### config.mk
export PLATFORM = sky130hd
export DESIGN_NAME = multicycle_alu
export DESIGN_NICKNAME = d
export VERILOG_FILES = /design/src/rtl/alu_op_pkg.sv /design/src/rtl/alu_shift_add_mult.sv /design/src/rtl/multicycle_alu.sv
export SDC_FILE = /design/constraint.sdc
export NUM_CORES = 1
export LEC_CHECK = 0
export BUFFER_PORTS_ARGS = -buffer_cell sky130_fd_sc_hd__buf_2
export CORE_ASPECT_RATIO = 2
export CORE_UTILIZATION = 44
export DETAILED_ROUTE_END_ITERATION = 16
export HOLD_SLACK_MARGIN = 0.02
export PLACE_DENSITY_LB_ADDON = 0.05
export SYNTH_ARGS = -nofsm -noshare
export SYNTH_HDL_FRONTEND = slang
export SYNTH_SLANG_ARGS = --single-unit
### constraint.sdc
create_clock -name clk -period 6.01 [get_ports clk]
set_input_delay 1.202 -clock clk [delete_from_list [all_inputs] [get_ports clk]]
set_output_delay 1.202 -clock clk [all_outputs]
set_load 0.02 [all_outputs]
### src/rtl/alu_op_pkg.sv
// ALU operation codes and execution FSM state encoding,
// shared by ALU control, the execution unit and the testbench.
package alu_op_pkg;

    localparam logic [3:0] OP_AND      = 4'b0000;
    localparam logic [3:0] OP_OR       = 4'b0001;
    localparam logic [3:0] OP_NOR      = 4'b0010;
    localparam logic [3:0] OP_ADD      = 4'b0011;
    localparam logic [3:0] OP_SUB      = 4'b0100;
    localparam logic [3:0] OP_DEFAULT  = 4'b1001;
    localparam logic [3:0] OP_MULTPLUS = 4'b1010;
    localparam logic [3:0] OP_MOV      = 4'b1011;
    localparam logic [3:0] OP_INC      = 4'b1111;

    typedef enum logic [1:0] {
        ST_IDLE = 2'd0,
        ST_EXEC = 2'd1,
        ST_MUL  = 2'd2,
        ST_MADD = 2'd3
    } alu_state_e;

    function automatic logic is_mult(input logic [3:0] op);
        return op == OP_MULTPLUS;
    endfunction

endpackage

### src/rtl/alu_shift_add_mult.sv
// Iterative shift-add multiplier datapath: one partial product per step,
// keeping only the low WIDTH bits of the product.
module alu_shift_add_mult #(
    parameter int WIDTH = 32,
    parameter int CNT_W = 6
) (
    input  logic             clk,
    input  logic             reset,
    input  logic             load_i,
    input  logic             step_i,
    input  logic [WIDTH-1:0] a_i,
    input  logic [WIDTH-1:0] b_i,
    output logic [WIDTH-1:0] acc_o,
    output logic             last_o
);

    logic [WIDTH-1:0] acc_q, acc_d;
    logic [WIDTH-1:0] mcand_q;
    logic [WIDTH-1:0] mplier_q;
    logic [CNT_W-1:0] cnt_q;

    always_comb begin
        acc_d = acc_q;
        if (mplier_q[0]) begin
            acc_d = acc_q + mcand_q;
        end
    end

    assign last_o = (cnt_q == CNT_W'(WIDTH - 1));
    assign acc_o  = acc_q;

    always_ff @(posedge clk) begin
        if (reset) begin
            acc_q    <= '0;
            mcand_q  <= '0;
            mplier_q <= '0;
            cnt_q    <= '0;
        end else if (load_i) begin
            acc_q    <= '0;
            mcand_q  <= a_i;
            mplier_q <= b_i;
            cnt_q    <= '0;
        end else if (step_i) begin
            acc_q    <= acc_d;
            mcand_q  <= mcand_q << 1;
            mplier_q <= mplier_q >> 1;
            // Saturate on the final step; the FSM leaves MUL there.
            if (!last_o) begin
                cnt_q <= cnt_q + CNT_W'(1);
            end
        end
    end

endmodule

### src/rtl/multicycle_alu.sv
// Execution unit: single-cycle logic/arith ops and a multi-cycle
// MULTPLUS (A*B+A), sequenced by a start/busy/done handshake.
module multicycle_alu
    import alu_op_pkg::*;
#(
    parameter int WIDTH = 32,
    parameter int CNT_W = 6
) (
    input  logic             clk,
    input  logic             reset,
    input  logic             start,
    input  logic [3:0]       ALUOperation,
    input  logic [WIDTH-1:0] A,
    input  logic [WIDTH-1:0] B,
    output logic             busy,
    output logic             done,
    output logic [WIDTH-1:0] ALUResult,
    output logic             Zero
);

    alu_state_e       state_q;
    logic [3:0]       op_q;
    logic [WIDTH-1:0] a_q, b_q;
    logic             busy_q, done_q, zero_q;
    logic [WIDTH-1:0] res_q;

    logic [WIDTH-1:0] exec_res_d;
    logic [WIDTH-1:0] madd_res_d;
    logic [WIDTH-1:0] acc;
    logic             accept, mul_load, mul_step, mul_last;

    // The done cycle is still part of the transaction, so no new accept.
    assign accept   = start && (state_q == ST_IDLE) && !done_q;
    assign mul_load = accept && is_mult(ALUOperation);
    assign mul_step = (state_q == ST_MUL);

    alu_shift_add_mult #(
        .WIDTH (WIDTH),
        .CNT_W (CNT_W)
    ) u_mult (
        .clk    (clk),
        .reset  (reset),
        .load_i (mul_load),
        .step_i (mul_step),
        .a_i    (A),
        .b_i    (B),
        .acc_o  (acc),
        .last_o (mul_last)
    );

    always_comb begin
        exec_res_d = '0;
        unique case (op_q)
            OP_AND:  exec_res_d = a_q & b_q;
            OP_OR:   exec_res_d = a_q | b_q;
            OP_NOR:  exec_res_d = ~(a_q | b_q);
            OP_ADD:  exec_res_d = a_q + b_q;
            OP_SUB:  exec_res_d = a_q - b_q;
            OP_INC:  exec_res_d = a_q + WIDTH'(1);
            OP_MOV:  exec_res_d = b_q;
            default: exec_res_d = '0;
        endcase
    end

    assign madd_res_d = acc + a_q;

    always_ff @(posedge clk) begin
        if (reset) begin
            state_q <= ST_IDLE;
            op_q    <= '0;
            a_q     <= '0;
            b_q     <= '0;
            busy_q  <= 1'b0;
            done_q  <= 1'b0;
            res_q   <= '0;
            zero_q  <= 1'b1;
        end else begin
            done_q <= 1'b0;
            unique case (state_q)
                ST_IDLE: begin
                    if (accept) begin
                        op_q    <= ALUOperation;
                        a_q     <= A;
                        b_q     <= B;
                        busy_q  <= 1'b1;
                        state_q <= is_mult(ALUOperation) ? ST_MUL : ST_EXEC;
                    end
                end
                ST_EXEC: begin
                    res_q   <= exec_res_d;
                    zero_q  <= (exec_res_d == '0);
                    done_q  <= 1'b1;
                    busy_q  <= 1'b0;
                    state_q <= ST_IDLE;
                end
                ST_MUL: begin
                    if (mul_last) begin
                        state_q <= ST_MADD;
                    end
                end
                ST_MADD: begin
                    res_q   <= madd_res_d;
                    zero_q  <= (madd_res_d == '0);
                    done_q  <= 1'b1;
                    busy_q  <= 1'b0;
                    state_q <= ST_IDLE;
                end
                default: state_q <= ST_IDLE;
            endcase
        end
    end

    assign busy      = busy_q;
    assign done      = done_q;
    assign ALUResult = res_q;
    assign Zero      = zero_q;

endmodule

==> metrics.csv, run 1 <==
metric;value;unit
criticalPathCategory;flip-flop to flip-flop;
grt_max_degree;159;
tightest_slew;1.03;ns
leakage;6.74;nW
antenna_found_initial;0;
initialDrtViolationCount;980;
grt_pass1_vias;15100;
crit_chain;nor2_1 -> nand3_1 -> or3b_1 -> nor4_2 -> inv_1 -> o21ai_0 -> xor2_1 -> nor2_1 -> ha_1 -> and2_1 -> a22oi_1 -> a31oi_1 -> nor2_1 -> o31ai_1 -> a311o_1 -> o2bb2ai_1 -> or4_1 -> nor4_2 -> nand4_1 -> o31ai_1 -> a31o_1;
drv_slew;0;
die_w;133;um
fin_area;0.0167;mm^2
ioPinCount;106;
via_per_inst;6.10;
worstRegToRegCells;21;
rsz0062_at_grt;no;
cts_hold_buf;0;
path_delay_family;simple AND/OR/NAND/NOR gates;
fp-row-count;95;
post_synth_instance_area;0.0152;mm^2
min_period_over_period;0.878;
fill_cells;3482;
route.detailed.drc;0;
clock_latency;0.53;ns
synth_warnings;0;
timing.rr.end;Zero$_SDFFE_PP1N_;
worstPathArrival;5.76;ns
cp.depth;21;
tns;0;ns
setup_viol;0;
drtAntennaViolNets;0;
initial_core_util;0.449;
io_buffer_count;105;
core;0.0338;mm^2
synth_xor_area_frac;0.0572;
wl_per_cell;23.0;um
cts_max_level;1;
r2r_start;b_q[2]$_SDFFE_PP0P_;
cts_buffers;23;
synth_top_family_by_area;compound AO/OA/AOI/OAI gates;
routed_wl;58000;um
cts_buffer_depth;3;
final_common_cell;nand2_1;
critical_path.startpoint;b_q[2]$_SDFFE_PP0P_;
hold_violations;0;
syn2layout_area_growth;10.2;%
n_antenna_cell;0;
die-height;264;um
synth.avg_cell_area;7.40;um^2
place_congestion;0.978;
die_area;0.0352;mm^2
p_per_area;234;mW/mm^2
critPathSlowestCell;or4_1;
first_pass_iters;5;
cts_setup_buffers;0;
place_area;0.0159;mm^2
synth_compound_area_frac;0.276;
cp_num_buf_inv;1;
netlist_instances;2049;
cts_tree;yes;
clock.fmax;0.189;GHz
crit_required;6.49;ns
cts-resized-gates;0;
ir_drop;238;uV
synth-async-reset-ratio;0;
layout.nets;2249;
outcome;finished, final reports clean;
ctsRootBufferMaster;clkbuf_16;
drive_above_1_share;0.102;
synth.mux.area_fraction;0.00883;
finalCriticalPeriod;5.28;ns
relSlewSlack;0.311;
grt_usage;0.327;
synth-simple-area-share;0.226;
ys_ff_latch;207;
crit_top_cell;nor2_1;
synthesis.nets;2225;
path_clk_slew;0.07;ns
dp_hpwl;43800;um
mostFrequentLayoutCells;395 x nand2_1, 235 x a21oi_1, 205 x dfxtp_1, 189 x nor2_1, 104 x buf_2;
synth_cell_type_count;100;
vias;15400;
cp-end-kind;flip-flop;
grt.overflow.total;0;
grt_pass1_wl;88100;um
drv_cap;0;
synthAdderAreaFrac;0.109;
skew;0.0109;ns
min_path_type;flip-flop to flip-flop;
numClockSinks;207;
ys_seq_area_frac;0.273;
cpPeakStageDelay;0.59;ns
path_max_fanout;8;
cp-start-kind;flip-flop;
ys.flop_type;dfxtp_1;
synth_edf_count;0;
reg2reg_slack;0.73;ns
endpoint;Zero$_SDFFE_PP1N_;
[how the worst min path moves through the flow]
stage                     slack, ns                               end  depth (start not counted)                             start
after detailed placement       0.45  u_mult.mplier_q[15]$_SDFFE_PP0P_                          2  u_mult.mplier_q[15]$_SDFFE_PP0P_
after floorplan                0.44  u_mult.mplier_q[11]$_SDFFE_PP0P_                          2  u_mult.mplier_q[11]$_SDFFE_PP0P_
after CTS                      0.46  u_mult.mplier_q[15]$_SDFFE_PP0P_                          2  u_mult.mplier_q[15]$_SDFFE_PP0P_
after global placement         0.44        ALUResult[28]$_SDFFE_PP0N_                          2        ALUResult[28]$_SDFFE_PP0N_
final                          0.45   u_mult.mplier_q[6]$_SDFFE_PP0P_                          2   u_mult.mplier_q[6]$_SDFFE_PP0P_
after global routing           0.47   u_mult.mplier_q[6]$_SDFFE_PP0P_                          2   u_mult.mplier_q[6]$_SDFFE_PP0P_
[logic make-up after synthesis]
logic type	Yosys count
simple gates	779
buf+inv	178
compound gates	637
flops	207
fa+ha+maj	136
mux	13
xor+xnor	99
[layout make-up]
| class | count | area [um^2] | area share |
|---|---|---|---|
| Multi-Input combinational cell | 1664 | 10300 | 0.616 |
| Clock buffer | 27 | 611 | 0.0365 |
| Sequential cell | 207 | 4150 | 0.248 |
| Timing Repair Buffer | 140 | 816 | 0.0488 |
| Tap cell | 436 | 546 | 0.0327 |
| Inverter | 37 | 139 | 0.00831 |
| Clock inverter | 14 | 160 | 0.00959 |
[flip-flops by register name (all words and copies together) (netlist names)]
signal           count
Zero                 1
state_q              2
u_mult.mplier_q     32
u_mult.cnt_q         6
op_q                 4
b_q                 32
a_q                 32
u_mult.acc_o        32
u_mult.mcand_q      32
ALUResult           32
busy                 1
done                 1
[tightest hold or removal path, stage by stage, from the launching register on]
cell and delay (ns):
dfxtp_1 0.31, nand2_1 0.05, a21oi_1 0.05
[synthesized netlist by cell type, types with 15 or more instances]
cell type | number | share of area
nand2_1 | 395 | 0.098
a21oi_1 | 235 | 0.078
dfxtp_1 | 207 | 0.27
nor2_1 | 192 | 0.048
clkbuf_1 | 111 | 0.027
ha_1 | 102 | 0.084
o21ai_0 | 62 | 0.020
xnor2_1 | 52 | 0.030
xor2_1 | 47 | 0.027
a22oi_1 | 46 | 0.023
o31ai_1 | 41 | 0.020
a21o_1 | 40 | 0.020
a311oi_1 | 39 | 0.023
inv_1 | 35 | 0.0087
nor3_1 | 35 | 0.012
maj3_1 | 31 | 0.020
a211oi_1 | 28 | 0.014
nand3_1 | 28 | 0.0092
nand4_1 | 20 | 0.0083
o21a_1 | 17 | 0.0084
and3_1 | 15 | 0.0062
[where the power goes]
part	switching (mW)	internal, mW
clock	0.629	0.858
sequential	0.102	1.43
combinational	0.581	0.306
total	1.31	2.60
[stage by stage]
stage / util / total power, mW / std cells / hold slack [ns] / worst slack, ns
after global placement: 0.472 / 2.43 / 2484 / 0.440 / 0.868
after CTS: 0.495 / 3.93 / 2525 / 0.456 / 0.797
after floorplan: - / 2.13 / 2049 / 0.437 / 1.11
final: 0.495 / 3.91 / 2525 / 0.454 / 0.730
after detailed placement: 0.472 / 2.43 / 2484 / 0.447 / 0.831
after global routing: 0.495 / 4.08 / 2525 / 0.470 / 0.334
[layer usage]
layer	routed length [um]	global-route usage	up-vias	part of all wire
li1	-	-	7424	-
met1	22300	0.367	7365	0.38
met2	29700	0.600	470	0.51
met3	2470	0.0260	132	0.043
met4	3590	0.188	0	0.062
met5	0	0	-	0
(Power assumes the default switching activity.)
==> inputs of run 2 (changes only) <==
--- a/config.mk
+++ b/config.mk
@@ -6,11 +6,14 @@
 export NUM_CORES = 1
 export LEC_CHECK = 0
 export BUFFER_PORTS_ARGS = -buffer_cell sky130_fd_sc_hd__buf_2
+export CELL_PAD_IN_SITES_DETAIL_PLACEMENT = 0
+export CELL_PAD_IN_SITES_GLOBAL_PLACEMENT = 1
 export CORE_ASPECT_RATIO = 2
 export CORE_UTILIZATION = 44
 export DETAILED_ROUTE_END_ITERATION = 16
 export HOLD_SLACK_MARGIN = 0.02
 export PLACE_DENSITY_LB_ADDON = 0.05
+export RECOVER_POWER = 100
 export SYNTH_ARGS = -nofsm -noshare
 export SYNTH_HDL_FRONTEND = slang
 export SYNTH_SLANG_ARGS = --single-unit
==> run 2 against run 1 <==
The flow now finishes with violations (capacitance limit, slew limit). Clock-buffer cell count is the same. Critical endpoint is now u_mult.mplier_q[9]$_SDFFE_PP0P_. Cell area shrank 0.94%. Clock skew up 0.00053 ns.
==> metrics.csv, run 2 (synthesis results as in run 1) <==
metric;value;unit;change
failed_checks;capacitance limit, slew limit;;
path_max_fanout;69;;+61
dp_hpwl;44200;um;+0.91%
die_area;0.0352;mm^2;unchanged
leakage;6.54;nW;-3.0%
grt.overflow.total;0;;unchanged
cts_max_level;1;;unchanged
comb_power_share;0.232;;+0.005
finalCriticalPeriod;5.64;ns;+0.355 ns
hold_violations;0;;unchanged
cts_setup_buffers;0;;unchanged
vias;15500;;+0.53%
cpPeakStageDelay;1.79;ns;+1.20 ns
cts_hold_buf;0;;unchanged
rsz0062_at_grt;no;;
clock.fmax;0.177;GHz;-6.3%
via_per_inst;6.13;;+0.49%
relSlewSlack;-1.56;;-1.87
grt_pass1_vias;15200;;+0.48%
clock_latency;0.53;ns;about the same
layout.nets;2251;;+0.089%
worstHoldStart;u_mult.mplier_q[11]$_SDFFE_PP0P_;;
grt_max_degree;71;;-55%
fin_area;0.0165;mm^2;-0.94%
tightest_slew;3.84;ns;+2.81 ns
ir_drop;222;uV;-6.8%
ioPinCount;106;;unchanged
regArea;0.00415;mm^2;unchanged
fill_cells;3541;;+1.7%
tns;0;ns;unchanged
timing.rr.end;Zero$_SDFFE_PP1N_;;
outcome;finished, violations left;;
core;0.0338;mm^2;unchanged
p_sw_frac;0.343;;+0.00691
antenna_found_initial;1;;+1
n_antenna_cell;0;;unchanged
drtAntennaViolNets;0;;unchanged
drv_cap;8;;+8
crit_chain;buf_2 -> or4b_2 -> clkbuf_2 -> or2_0 -> buf_2 -> nor2_1 -> a311oi_1;;
r2r_start;op_q[2]$_SDFFE_PP0P_;;
p_per_area;232;mW/mm^2;-1.0%
clkPwrFrac;0.369;;-0.012
switchingPower;1.31;mW;about the same
worstPathArrival;6.03;ns;+0.27 ns
fp-row-count;95;;unchanged
route.detailed.drc;0;;unchanged
criticalPathCategory;input pin to flip-flop;;
ctsRootBufferMaster;clkbuf_16;;
fin_ws;0.375;ns;-0.355 ns
routed_wl;58500;um;+0.75%
worstRegToRegCells;20;;-4.8%
path_clk_slew;0.06;ns;about the same
cts_buffers;23;;unchanged
die_w;133;um;unchanged
cp-start-kind;input pin;;
numClockSinks;207;;unchanged
pre_cts_ws;0.704;ns;-0.127 ns
reg2reg_slack;0.41;ns;-0.32 ns
multi_input_area;0.0103;mm^2;-0.23%
min_period_over_period;0.938;;+0.0591
setup_viol;0;;unchanged
intPower;2.52;mW;-3.0%
mostFrequentLayoutCells;395 x nand2_1, 235 x a21oi_1, 205 x dfxtp_1, 189 x nor2_1, 102 x ha_1;;
crit_required;6.41;ns;-0.08 ns
crit_top_cell;buf_2;;
drv_slew;367;;+367
cp-end-kind;flip-flop;;
first_pass_iters;5;;unchanged
critPathSlowestCell;or2_0;;
whs_path_depth;2;;unchanged
die-height;264;um;unchanged
initialDrtViolationCount;886;;-9.6%
cts_tree;yes;;
io_buffer_count;105;;unchanged
cts_buffer_depth;3;;unchanged
hold_path_end;u_mult.mplier_q[11]$_SDFFE_PP0P_;;
initial_core_util;0.449;;unchanged
grt_usage;0.330;;+0.00251
final_common_cell;nand2_1;;
syn2layout_area_growth;9.20;%;
min_path_type;flip-flop to flip-flop;;
place_area;0.0159;mm^2;about the same
wl_per_cell;23.1;um;+0.71%
grt_pass1_wl;88700;um;+0.76%
p_seq_frac;0.400;;+0.007
cts-resized-gates;0;;unchanged
skew;0.0114;ns;+0.000533 ns
drive_above_1_share;0.0813;;-0.0211
place_congestion;1.00;;+2.6%
run 2: changes by cell type in the layout (fill, tap and decap cells not counted), sizes merged:
cell	before	now
buf	140	96
inv	36	37
bufinv	3	1
clkbuf	27	73
run 2: worst max-delay path by stage:
stage	startpoint	to	slack [ns]	depth (start not counted)
final	start	u_mult.mplier_q[9]$_SDFFE_PP0P_	0.37	7
after global routing	state_q[1]$_SDFFE_PP0P_	u_mult.mplier_q[21]$_SDFFE_PP0P_	0.11	9
after CTS	op_q[2]$_SDFFE_PP0P_	Zero$_SDFFE_PP1N_	0.69	19
after detailed placement	b_q[2]$_SDFFE_PP0P_	Zero$_SDFFE_PP1N_	0.70	21
after global placement	b_q[2]$_SDFFE_PP0P_	Zero$_SDFFE_PP1N_	0.85	21
after floorplan	op_q[0]$_SDFFE_PP0P_	Zero$_SDFFE_PP1N_	1.11	20
run 2: final cells by class:
| type | instances | area share |
|---|---|---|
| Sequential cell | 207 | 0.251 |
| Clock inverter | 13 | 0.00658 |
| Tap cell | 436 | 0.0330 |
| Multi-Input combinational cell | 1664 | 0.620 |
| Clock buffer | 27 | 0.0375 |
| Inverter | 37 | 0.00839 |
| Timing Repair Buffer | 142 | 0.0437 |
run 2: metal layers:
| metal | routed length [um] | GRT usage | vias to the layer above | share of wire |
|---|---|---|---|---|
| met2 | 30300 | 0.620 | 502 | 0.52 |
| met1 | 22000 | 0.359 | 7419 | 0.38 |
| li1 | - | - | 7410 | - |
| met4 | 3370 | 0.173 | 2 | 0.058 |
| met5 | 13 | 0 | - | 0.00022 |
| met3 | 2700 | 0.0333 | 140 | 0.046 |
run 2: critical path, delay by kind of cell:
| family | cells | cell delay (ns) |
|---|---|---|
| and+or+nand+nor | 3 | 2.09 |
| AOI/OAI and AO/OA | 1 | 0.27 |
| buffers and inverters | 3 | 2.41 |
run 2: per-stage QoR:
step                hold slack, ns  power [mW]  cells   util
floorplan                    0.437        2.13   2049      -
global placement             0.445        2.43   2486  0.472
detailed placement           0.451        2.44   2486  0.472
CTS                          0.460        3.85   2526  0.493
global route                 0.477        3.99   2526  0.490
finish                       0.460        3.83   2526  0.490
run 2: power groups by stage:
stage	clock, mW	sequential [mW]	combinational, mW
floorplan	0	1.52	0.603
global placement	0	1.56	0.877
detailed placement	0	1.56	0.876
CTS	1.44	1.53	0.881
global route	1.50	1.54	0.962
finish	1.41	1.53	0.888
==> inputs of run 3 (changes only) <==
--- a/config.mk
+++ b/config.mk
@@ -16,4 +16,5 @@
 export RECOVER_POWER = 100
 export SYNTH_ARGS = -nofsm -noshare
 export SYNTH_HDL_FRONTEND = slang
+export SYNTH_HIERARCHICAL = 1
 export SYNTH_SLANG_ARGS = --single-unit
==> run 3 against run 2 <==
The flow still finishes with violations (capacitance limit, slew limit). Via count rose by 4.6%. Wire length rose by 11%. Sequential power barely moved. Non-clock buffer count rose by 30. Combinational power fell by 8.4%. Global-route usage rose by 2.0 points. Utilization rose by 0.53 points. Clock-buffer cell count did not move. Worst setup slack got worse by 0.20 ns. Clock power rose by 5%. First-iteration DRC count rose by 19%. Largest cell class unchanged.
==> metrics.csv, run 3 <==
metric;value;unit;change
skew;0.0232;ns;+0.0118 ns
relSlewSlack;-1.61;;-0.0543
final_common_cell;nand2_1;;
cts_max_level;1;;unchanged
clock.fmax;0.171;GHz;-3.5%
drv_cap;5;;-3
cp-start-kind;flip-flop;;
clock_latency;0.53;ns;about the same
syn2layout_area_growth;10.5;%;
vias;16200;;+4.6%
ir_drop;252;uV;+14%
synth_top_area_share;0.263;;-0.0109
min_path_type;flip-flop to flip-flop;;
grt_pass1_vias;15800;;+4.2%
post_synth_most_frequent_cells;297 x nand2_1, 295 x a21oi_1, 293 x nor2_1, 207 x dfxtp_1, 130 x clkbuf_1;;
first_pass_iters;5;;unchanged
fp-row-count;97;;+2.1%
grt_usage;0.350;;+0.0205
synth_edf_count;0;;unchanged
wl_per_cell;24.4;um;+5.5%
cts_buffer_depth;3;;unchanged
io_buffer_count;105;;unchanged
tightest_slew;3.92;ns;+0.0814 ns
setup_viol;0;;unchanged
tns;0;ns;unchanged
hold_violations;0;;unchanged
criticalPathCategory;flip-flop to flip-flop;;
path_clk_slew;0.07;ns;about the same
die_area;0.0367;mm^2;+4.1%
reg2reg_slack;0.17;ns;-0.24 ns
ioPinCount;106;;unchanged
initial_core_util;0.449;;about the same
synth_top_area_cell;dfxtp_1;;
routed_wl;64800;um;+11%
ys_ff_latch;207;;unchanged
ys.flop_type;dfxtp_1;;
post-route-util;0.495;;+0.00527
synth.avg_cell_area;7.32;um^2;-1.1%
crit_chain;nor4b_2 -> o21ai_0 -> xor2_1 -> nor2_1 -> ha_1 -> and3_1 -> and3_1 -> a211oi_1 -> o2111ai_1 -> and2_0 -> a211oi_1 -> o221ai_1 -> a2111oi_0 -> buf_4 -> nand4_1 -> o41a_1 -> o21ai_2;;
worstPathArrival;6.29;ns;+0.26 ns
crit_required;6.46;ns;+0.05 ns
ctsRootBufferMaster;clkbuf_16;;
synthesis.nets;2334;;+4.9%
drtAntennaViolNets;0;;unchanged
route.detailed.drc;0;;unchanged
drive_above_1_share;0.0855;;+0.00418
post_synth_instance_area;0.0158;mm^2;+4.2%
yosys-top-cells-area;dfxtp_1 26%, a21oi_1 9.4%, ha_1 8.1%;;
dp_hpwl;51200;um;+16%
fin_area;0.0174;mm^2;+5.4%
grt.overflow.total;0;;unchanged
drv_slew;284;;-23%
p_per_area;218;mW/mm^2;-6.0%
place_area;0.0168;mm^2;+5.3%
power;3.80;mW;-0.97%
die-height;270;um;+2.0%
synth.most_common_cell;nand2_1;;
die_w;136;um;+2.0%
grt_max_degree;86;;+21%
initialDrtViolationCount;1053;;+19%
cts_buffers;22;;-4.3%
place_congestion;1.02;;+1.4%
min_period_over_period;0.971;;+0.0335
synth-async-reset-ratio;0;;unchanged
mostFrequentLayoutCells;297 x nand2_1, 295 x a21oi_1, 291 x nor2_1, 206 x dfxtp_1, 102 x ha_1;;
ys_seq_area_frac;0.263;;-0.0109
synth_cell_type_count;86;;-14%
core;0.0352;mm^2;+4.3%
antenna_found_initial;1;;unchanged
rsz0062_at_grt;no;;
numClockSinks;207;;unchanged
netlist_instances;2158;;+5.3%
failed_checks;capacitance limit, slew limit;;
cpPeakStageDelay;1.00;ns;-0.79 ns
cp-end-kind;flip-flop;;
path_max_fanout;10;;-86%
via_per_inst;6.09;;-0.56%
synth_warnings;6;;+6
finalCriticalPeriod;5.84;ns;+0.202 ns
leakage;6.96;nW;+6.3%
cts_tree;yes;;
outcome;finished, violations left;;
grt_pass1_wl;95900;um;+8.1%
layout.nets;2371;;+5.3%
critPathSlowestCell;nor4b_2;;
## run 3: changes by cell type after synthesis, moves of 21 or more
cell	before	now
a22oi_1	46	25
nor2_1	192	293
nand2_1	395	297
mux2i_1	10	81
o31ai_1	41	7
a21oi_1	235	295
o21ai_0	62	94
a311oi_1	39	6
## run 3: routing by layer
| layer | wire length (um) | share of wire | track usage | vias up |
|---|---|---|---|---|
| met5 | 0 | 0 | 0 | - |
| met4 | 5240 | 0.081 | 0.243 | 0 |
| met3 | 2580 | 0.040 | 0.0375 | 196 |
| met2 | 34300 | 0.53 | 0.661 | 510 |
| met1 | 22700 | 0.35 | 0.347 | 7688 |
| li1 | - | - | - | 7785 |
## run 3: repair_timing
item | 4_1_cts | 5_1_grt
resized for setup | 0 | 2
setup buffers | 0 | 0
hold buffers | 0 | 0
setup endpoints to repair | 0 | 1
## run 3: power by group
group	internal (mW)	switching, mW	leakage (nW)	total, mW
logic	0.281	0.532	4.90	0.813
clock network	0.857	0.625	0.375	1.48
registers	1.42	0.0835	1.68	1.50
## run 3: layout make-up
class                      instances  area [um^2]
antenna                            1         2.50
clock buffer                      27          611
clock inverter                    12          149
fill                            3688        17800
inverter                          32          120
multi-input combinational       1760        10900
sequential                       207         4150
tap                              445          557
timing repair buffer             172          936
## run 3: worst paths after layout
kind / start / endpoint / depth (start not counted)
setup / recovery: op_q[0]$_SDFFE_PP0P_ / Zero$_SDFFE_PP1N_ / 17
hold / removal: ALUResult[15]$_SDFFE_PP0N_ / ALUResult[15]$_SDFFE_PP0N_ / 2
setup reg to reg: op_q[0]$_SDFFE_PP0P_ / Zero$_SDFFE_PP1N_ / 17
hold reg to reg: ALUResult[15]$_SDFFE_PP0N_ / ALUResult[15]$_SDFFE_PP0N_ / 2
## run 3: cells by family after synthesis
group / Yosys count / synth area share
adder cells (fa/ha/maj): 136 / 0.104
AND/OR/NAND/NOR: 796 / 0.224
buffers and inverters: 191 / 0.0480
AO/OA/AOI/OAI: 649 / 0.256
multiplexers: 81 / 0.0514
XOR/XNOR: 98 / 0.0544
flip-flops: 207 / 0.263
## run 3: per-stage QoR
stage	setup slack, ns	instances	hold slack [ns]
floorplan	1.41	2158	0.449
global placement	0.243	2616	0.440
detailed placement	0.276	2616	0.442
CTS	0.172	2655	0.451
global route	0.0181	2655	0.482
finish	0.173	2656	0.451
## run 3: worst max-delay path, delay by kind of cell, from the launching register on
family                     cells  cell delay [ns]
AOI/OAI and AO/OA              8             2.60
xor gates and xnor gates       1             0.21
adders and majority gates      1             0.35
buffers and inverters          1             0.19
DFF                            1             0.38
and+or+nand+nor                6             2.03
